## config.mk

```make
export PLATFORM = sky130hd
export DESIGN_NAME = pci_rr_arbiter
export DESIGN_NICKNAME = d
export VERILOG_FILES = /design/src/rtl/pci_arb_pkg.sv /design/src/rtl/pci_rr_arbiter_picker.sv /design/src/rtl/pci_rr_arbiter.sv
export SDC_FILE = /design/constraint.sdc
export NUM_CORES = 1
export LEC_CHECK = 0
export CORE_ASPECT_RATIO = 1.75
export CORE_MARGIN = 2
export CORE_UTILIZATION = 30
export CTS_CLUSTER_DIAMETER = 80
export CTS_CLUSTER_SIZE = 40
export DETAILED_ROUTE_END_ITERATION = 12
export PLACE_DENSITY_LB_ADDON = 0.1
export SETUP_SLACK_MARGIN = 0.4
export SYNTH_ARGS = -nofsm -noshare
export SYNTH_HDL_FRONTEND = slang
export SYNTH_SLANG_ARGS = --single-unit
```

## constraint.sdc

```tcl
create_clock -name clk -period 2 [get_ports clk]
set_clock_uncertainty 0.15 [all_clocks]
set_input_delay 0.2 -clock clk [delete_from_list [all_inputs] [get_ports clk]]
set_output_delay 0.2 -clock clk [all_outputs]
set_load 0.005 [all_outputs]
```

## src/rtl/pci_arb_pkg.sv

```systemverilog
// -----------------------------------------------------------------------------
// pci_arb_pkg
// Shared definitions for the round-robin PCI arbiter:
//   - arb_state_e : arbiter FSM states (ARB, PARK, GRANT, BUSY)
//   - IDLE_BUS    : value of {frame_n, irdy_n} when the bus is idle
//   - clog2()     : constant ceil(log2()) used to size pointers and timers
// -----------------------------------------------------------------------------
package pci_arb_pkg;

  typedef enum logic [1:0] {
    ARB   = 2'd0,
    PARK  = 2'd1,
    GRANT = 2'd2,
    BUSY  = 2'd3
  } arb_state_e;

  // {frame_n, irdy_n}: both deasserted means no transaction is in flight.
  localparam logic [1:0] IDLE_BUS = 2'b11;

  // Smallest r with 2**r >= value; returns 1 for value <= 2 so that
  // every counter is at least one bit wide.
  function automatic int clog2(input int value);
    int r;
    r = 1;
    for (int i = 1; i < 31; i++) begin
      if ((1 << r) < value) begin
        r = i + 1;
      end
    end
    return r;
  endfunction

endpackage

```

## src/rtl/pci_rr_arbiter_picker.sv

```systemverilog
// -----------------------------------------------------------------------------
// rr_picker
// Combinational round-robin selector. Scans the active-high request vector
// starting at 'pointer' and moving upward, wrapping from NUM_MASTERS-1 to 0,
// and returns the first requester found.
//   req     in   NUM_MASTERS  active-high requests
//   pointer in   PTR_W        index where the scan starts
//   valid   out  1            at least one request is set
//   index   out  PTR_W        winning master (0 when valid=0)
// -----------------------------------------------------------------------------
module rr_picker
  import pci_arb_pkg::*;
#(
  parameter int NUM_MASTERS = 4,
  parameter int PTR_W       = clog2(NUM_MASTERS)
) (
  input  logic [NUM_MASTERS-1:0] req,
  input  logic [PTR_W-1:0]       pointer,
  output logic                   valid,
  output logic [PTR_W-1:0]       index
);

  logic [PTR_W-1:0] cand;

  // Scan from the farthest offset back to offset 0 so the candidate
  // closest to the pointer is the last one written and therefore wins.
  always_comb begin
    // NOTE: every output of a combinational block gets a default before any
    // conditional assignment; a path that leaves one unassigned infers a latch.
    valid = 1'b0;
    index = '0;
    cand  = '0;
    for (int k = NUM_MASTERS - 1; k >= 0; k--) begin
      cand = PTR_W'((int'(pointer) + k) % NUM_MASTERS);
      if (req[cand]) begin
        valid = 1'b1;
        index = cand;
      end
    end
  end

endmodule

```

## src/rtl/pci_rr_arbiter.sv

```systemverilog
// -----------------------------------------------------------------------------
// pci_rr_arbiter
// Central PCI bus arbiter with round-robin fairness, bus parking and a grant
// timeout. All outputs are registered. A grant never moves directly from one
// master to another: every change of owner passes through an all-ones cycle.
//   clk           in   1            bus clock, posedge
//   rst           in   1            synchronous active-high reset
//   req_n         in   NUM_MASTERS  active-low requests, bit i = master i
//   frame_n       in   1            PCI FRAME#
//   irdy_n        in   1            PCI IRDY#
//   gnt_n         out  NUM_MASTERS  active-low grants, at most one low
//   owner         out  PTR_W        current or last granted master
//   bus_busy      out  1            FSM is in BUSY
//   timeout_pulse out  1            one cycle when a grant is revoked by timeout
// -----------------------------------------------------------------------------
module pci_rr_arbiter
  import pci_arb_pkg::*;
#(
  parameter int NUM_MASTERS = 4,
  parameter int TIMEOUT     = 16,
  parameter int PARK_MASTER = 0
) (
  input  logic                          clk,
  input  logic                          rst,
  input  logic [NUM_MASTERS-1:0]        req_n,
  input  logic                          frame_n,
  input  logic                          irdy_n,
  output logic [NUM_MASTERS-1:0]        gnt_n,
  output logic [clog2(NUM_MASTERS)-1:0] owner,
  output logic                          bus_busy,
  output logic                          timeout_pulse
);

  localparam int PTR_W = clog2(NUM_MASTERS);
  localparam int TMR_W = clog2(TIMEOUT);

  localparam logic [PTR_W-1:0]       PARK_IDX  = PTR_W'(PARK_MASTER);
  localparam logic [NUM_MASTERS-1:0] PARK_MASK = NUM_MASTERS'(1) << PARK_MASTER;
  localparam logic [TMR_W-1:0]       TMR_LAST  = TMR_W'(TIMEOUT - 1);

  arb_state_e             state_q, state_d;
  logic [PTR_W-1:0]       ptr_q, ptr_d;
  logic [TMR_W-1:0]       timer_q, timer_d;
  logic [NUM_MASTERS-1:0] gnt_n_d;
  logic [PTR_W-1:0]       owner_d;
  logic                   pulse_d;

  logic [NUM_MASTERS-1:0] req;
  logic                   bus_idle;
  logic                   owner_req;
  logic                   other_req;
  logic                   pick_valid;
  logic [PTR_W-1:0]       pick_idx;
  logic [PTR_W-1:0]       ptr_inc;
  logic [TMR_W-1:0]       timer_inc;

  assign req       = ~req_n;
  assign bus_idle  = ({frame_n, irdy_n} == IDLE_BUS);
  assign owner_req = req[owner];
  assign other_req = |(req & ~PARK_MASK);

  // Next round-robin start: one past the owner, wrapping at NUM_MASTERS.
  assign ptr_inc   = (owner == PTR_W'(NUM_MASTERS - 1)) ? '0 : owner + 1'b1;

  // Saturate at the terminal count so a stalled timer never wraps to 0.
  assign timer_inc = (timer_q == TMR_LAST) ? timer_q : timer_q + 1'b1;

  rr_picker #(
    .NUM_MASTERS (NUM_MASTERS),
    .PTR_W       (PTR_W)
  ) u_picker (
    .req     (req),
    .pointer (ptr_q),
    .valid   (pick_valid),
    .index   (pick_idx)
  );

  always_comb begin
    state_d = state_q;
    ptr_d   = ptr_q;
    timer_d = timer_q;
    gnt_n_d = gnt_n;
    owner_d = owner;
    pulse_d = 1'b0;

    unique case (state_q)
      ARB: begin
        gnt_n_d = '1;
        if (bus_idle) begin
          if (pick_valid) begin
            state_d = GRANT;
            gnt_n_d = ~(NUM_MASTERS'(1) << pick_idx);
            owner_d = pick_idx;
            timer_d = '0;
          end else begin
            state_d = PARK;
            gnt_n_d = ~PARK_MASK;
            owner_d = PARK_IDX;
          end
        end
      end

      PARK: begin
        if (!frame_n) begin
          state_d = BUSY;
        end else if (other_req) begin
          // Drop the parked grant first; ARB hands the bus over next cycle.
          state_d = ARB;
          gnt_n_d = '1;
        end else if (req[PARK_MASTER]) begin
          state_d = GRANT;
          timer_d = '0;
        end
      end

      GRANT: begin
        timer_d = timer_inc;
        if (!frame_n) begin
          state_d = BUSY;
          ptr_d   = ptr_inc;
        end else if (!owner_req) begin
          // Withdrawal keeps the pointer so this master is not penalised.
          state_d = ARB;
          gnt_n_d = '1;
        end else if (timer_q == TMR_LAST) begin
          state_d = ARB;
          gnt_n_d = '1;
          ptr_d   = ptr_inc;
          pulse_d = 1'b1;
        end
      end

      BUSY: begin
        if (bus_idle) begin
          state_d = ARB;
          gnt_n_d = '1;
        end else if (!owner_req) begin
          // Once dropped mid-transaction the grant stays off until ARB.
          gnt_n_d = '1;
        end
      end

      default: begin
        state_d = ARB;
        gnt_n_d = '1;
      end
    endcase
  end

  always_ff @(posedge clk) begin
    // NOTE: sequential state uses non-blocking assignments so every register
    // samples its next value from the same pre-edge snapshot.
    if (rst) begin
      state_q       <= ARB;
      ptr_q         <= '0;
      timer_q       <= '0;
      gnt_n         <= '1;
      owner         <= PARK_IDX;
      bus_busy      <= 1'b0;
      timeout_pulse <= 1'b0;
    end else begin
      state_q       <= state_d;
      ptr_q         <= ptr_d;
      timer_q       <= timer_d;
      gnt_n         <= gnt_n_d;
      owner         <= owner_d;
      bus_busy      <= (state_d == BUSY);
      timeout_pulse <= pulse_d;
    end
  end

endmodule
```

==> out/qor.csv, run 1 <==
stage,metric,value,unit
placement,hpwl dp,1881,µm
synthesis,Avg Synthesized Cell Area,8.298,µm²
global_route,vias in the first global route,907,
critical_path,Startpoint Class,flip-flop,
power_and_ir_drop,worst-case vdd ir drop,0.3827,mV
finish,Multi-input gate area,603.1,µm²
synthesis,part of the Yosys area used for sequential elements,0.3642,
route,final antenna-violating net count,0,
floorplan,area enclosed by the die boundary,3398,µm²
timing,Worst Hold Slack,0.3261,ns
synthesis,Netlist cell types,40,
global_route,combined global-route utilization of all metal layers,0.1676,
timing,final cycle utilization of the critical path,0.9035,
clock_network,clock buffer count from CTS,3,
timing,max-slew violation count,0,
critical_path,critical path launch point,owner[1]$_SDFFE_PP0P_,
route,remaining design rule violation count,0,
synthesis,cell with the most instances after synthesis,sky130_fd_sc_hd__dfxtp_1,
timing,smallest setup slack after layout,0.1931,ns
critical_path,RR Startpoint,owner[1]$_SDFFE_PP0P_,
finish,filler-free cell count of the finished design,167,
route,Detailed Route Iter0 Violations,20,
timing,headroom to the max-slew limit,0.7346,
critical_path,category of the critical setup timing path,reg -> reg,
placement,Port-buffer cells,15,
clock_network,clk_lat worst skew,0.25,ns
critical_path,cells along the critical path,"mux4_2, o21a_1, or4_4, a21oi_2",
synthesis,Yosys Warn Count,0,
synthesis,post-synthesis cell area,879.6,µm²
placement,weighted congestion at the end of routability-driven global placement,0.7756,
timing,shortest period the worst path allows,1.807,ns
synthesis,Yosys top cell by area,sky130_fd_sc_hd__dfxtp_1,
finish,Antenna Diode Count,0,
clock_network,H-tree depth,1,
clock_network,clock tree buffer depth,2,
power_and_ir_drop,total power per unit cell area,594.7,nW/µm²
critical_path,type of element capturing the critical path,flip-flop,
global_route,GRT Residual Overflow,0,
global_route,first-pass GRT wire length,4146,µm
placement,Inst Count DP,158,
clock_network,total clock sinks,16,
critical_path,cell type of the slowest stage on the worst timing path,sky130_fd_sc_hd__mux4_2,
route,wire length after detailed routing,2610,µm
route,mean number of vias per cell,5.485,
critical_path,gate family responsible for the most delay along the worst path,multiplexers,
route,Vias,916,
route,number of iterations in the first detailed-routing pass,5,
floorplan,Chip Height,75.63,µm
timing,final hold violation count,0,
finish,combined flip-flop and latch cell area,334.1,µm²
critical_path,critical path data required time,2.04,ns
floorplan,effective utilization at floorplan,0.3073,
flow_run,reported max-cap violation count,0,
floorplan,number of I/O pins,16,
timing,maximum operating frequency,553.4,MHz
synthesis,number of synthesized flops with an enable pin,0,
power_and_ir_drop,leak pwr,0.0005463,µW
route,Wirelength per Cell,15.63,µm
synthesis,share of the synthesized area in the top cell type,0.3642,
clock_network,number of hold-repair buffers added at the cts stage,0,
global_route,pin count of the biggest net entering global routing,9,
finish,layout-stage area growth over the synthesis result,52.63,%
synthesis,"FFs w/ async S/R, synth",0,
synthesis,number of instances in the synthesized netlist,106,
finish,fillers,294,
floorplan,std cell rows,26,
clock_network,CTS tree,done,
finish,fraction of final layout cells with drive strength greater than 1,0.3094,
global_route,antenna violations before repair,0,
synthesis,leading register cell type out of synthesis,sky130_fd_sc_hd__dfxtp_1,
clock_network,root buf cell,sky130_fd_sc_hd__clkbuf_8,
run_status,status,completed,
finish,Post-layout nets,151,
timing,number of setup violations in the final report,0,
synthesis,largest cells by area after synthesis,"sky130_fd_sc_hd__dfxtp_1 36%, sky130_fd_sc_hd__nand2_1 4.3%, sky130_fd_sc_hd__a21oi_1 4.0%, sky130_fd_sc_hd__nand3_1 3.4%, sky130_fd_sc_hd__nor2_1 3.4%",
floorplan,die boundary width,44.93,µm
min_path,hold_sp,timer_q[0]$_SDFFE_PP0P_,
placement,Setup Slack @ Placement,-0.09595,ns
critical_path,critical path arrival,1.85,ns
critical_path,CP max FO,2,
critical_path,number of buffer and inverter instances along the worst setup path,0,
timing,setup repair after global routing missed its margin,true,
critical_path,maximum cell stage delay along the critical path,0.51,ns
synthesis,"FF+latch count, synth",16,
timing,actual transition at the worst max-transition pin,0.3939,ns
min_path,worst hold-check path type,reg -> reg,
clock_network,CTS clock-pin slew for the worst setup and hold paths,0.06,ns
synthesis,syn_nets,116,
synthesis,synth cell count leaders,"16 x sky130_fd_sc_hd__dfxtp_1, 10 x sky130_fd_sc_hd__nand2_1, 8 x sky130_fd_sc_hd__nor2_1, 7 x sky130_fd_sc_hd__a21oi_1, 6 x sky130_fd_sc_hd__nand3_1",
floorplan,core footprint,2863,µm²
flip-flops by register name, indices dropped and copies added (netlist names):
name	count
bus_busy	1
gnt_n	4
state_q	2
timer_q	4
owner	2
ptr_q	2
timeout_pulse	1
routing by layer:
layer | GRT usage | wire length, µm | vias to the layer above
met5 | 0 | 0 | -
met1 | 0.1817 | 993 | 426
met3 | 0.02370 | 72 | 6
met2 | 0.3048 | 1475 | 19
li1 | - | - | 465
met4 | 0.08497 | 68 | 0
what timing repair did:
action                                  in CTS  in global routing
setup buffers                                5                  1
endpoints found under the setup margin      11                 14
gates resized for setup                     18                 14
pin swaps                                    4                  6
logic make-up (layout without fill, tap and decap cells):
logic type | after synthesis | count (layout) | share of synthesized area
xor gates and xnor gates | 1 | 1 | 0.009959
and+or+nand+nor | 41 | 41 | 0.2461
muxes | 3 | 3 | 0.04978
buffers and inverters | 9 | 42 | 0.03840
AOI/OAI and AO/OA | 34 | 34 | 0.2632
adders and majority gates | 2 | 2 | 0.02844
DFF | 16 | 16 | 0.3642
placed cells by master (no fill, tap or decap), types with 2 or more instances in the layout:
cell type | netlist | routed
sky130_fd_sc_hd__buf_4 | 0 | 18
sky130_fd_sc_hd__dfxtp_1 | 16 | 11
sky130_fd_sc_hd__nand2_1 | 10 | 10
sky130_fd_sc_hd__clkdlybuf4s50_1 | 0 | 8
sky130_fd_sc_hd__nor2_1 | 8 | 7
sky130_fd_sc_hd__nand3_1 | 6 | 6
sky130_fd_sc_hd__a21oi_1 | 7 | 5
sky130_fd_sc_hd__inv_1 | 4 | 4
sky130_fd_sc_hd__o21ai_0 | 5 | 4
sky130_fd_sc_hd__dlymetal6s2s_1 | 0 | 4
sky130_fd_sc_hd__nand2b_1 | 3 | 3
sky130_fd_sc_hd__o21a_1 | 3 | 3
sky130_fd_sc_hd__o21ai_1 | 3 | 3
sky130_fd_sc_hd__clkbuf_8 | 0 | 3
sky130_fd_sc_hd__dlygate4sd2_1 | 0 | 3
sky130_fd_sc_hd__dfxtp_4 | 0 | 3
sky130_fd_sc_hd__nor3_1 | 3 | 2
sky130_fd_sc_hd__nor2b_1 | 2 | 2
sky130_fd_sc_hd__and3_1 | 2 | 2
sky130_fd_sc_hd__a2bb2oi_2 | 0 | 2
sky130_fd_sc_hd__a21oi_2 | 0 | 2
sky130_fd_sc_hd__o22a_1 | 2 | 2
sky130_fd_sc_hd__buf_6 | 0 | 2
sky130_fd_sc_hd__dfxtp_2 | 0 | 2
path summary, 6_finish.rpt:
| path | to | cells past startpoint | slack (ns) |
|---|---|---|---|
| worst max register to register | ptr_q[0]$_SDFFE_PP0P_ | 4 | 0.19 |
| worst min-delay path | timer_q[0]$_SDFFE_PP0P_ | 2 | 0.33 |
| worst max-delay path | ptr_q[0]$_SDFFE_PP0P_ | 4 | 0.19 |
| worst min register to register | timer_q[0]$_SDFFE_PP0P_ | 2 | 0.33 |
layout make-up:
type | instances | share of cell area
Clock buffer | 3 | 0.03075
Multi-Input combinational cell | 81 | 0.4492
Timing Repair Buffer | 35 | 0.2339
Tap cell | 28 | 0.02610
Sequential cell | 16 | 0.2488
Inverter | 4 | 0.01118
report_power, final:
group	leakage (µW)	internal [µW]	switching, µW
Clock	0.0000216	133	106
Combinational	0.000392	107	101
Sequential	0.000133	334	16.0
Total	0.000546	575	224
tightest hold or removal path, delay by kind of cell (launching register included):
family             cells  cell delay (ns)
DFF                    1             0.33
and+or+nand+nor        1             0.06
AOI/OAI and AO/OA      1             0.05
stage by stage:
| stage | util | power (µW) | TNS (ns) | cell area, µm² |
|---|---|---|---|---|
| after global placement | 0.4025 | 519.6 | -0.1193 | 1152 |
| after CTS | 0.4471 | 794.3 | 0 | 1280 |
| after detailed placement | 0.4025 | 523.7 | -0.2674 | 1152 |
| after global routing | 0.4690 | 841.6 | 0 | 1343 |
| after floorplan | - | 444.5 | 0 | 880.8 |
| final | 0.4690 | 798.4 | 0 | 1343 |
No activity file was read; power rests on OpenSTA's default activity.
==> run 2: changes to the inputs <==
--- a/config.mk
+++ b/config.mk
@@ -8,6 +8,7 @@
 export CORE_ASPECT_RATIO = 1.75
 export CORE_MARGIN = 2
 export CORE_UTILIZATION = 30
+export CTS_BUF_LIST = sky130_fd_sc_hd__clkbuf_8
 export CTS_CLUSTER_DIAMETER = 80
 export CTS_CLUSTER_SIZE = 40
 export DETAILED_ROUTE_END_ITERATION = 12
==> results of run 2 <==
Final layout, timing and power as in run 1 (identical DEF).
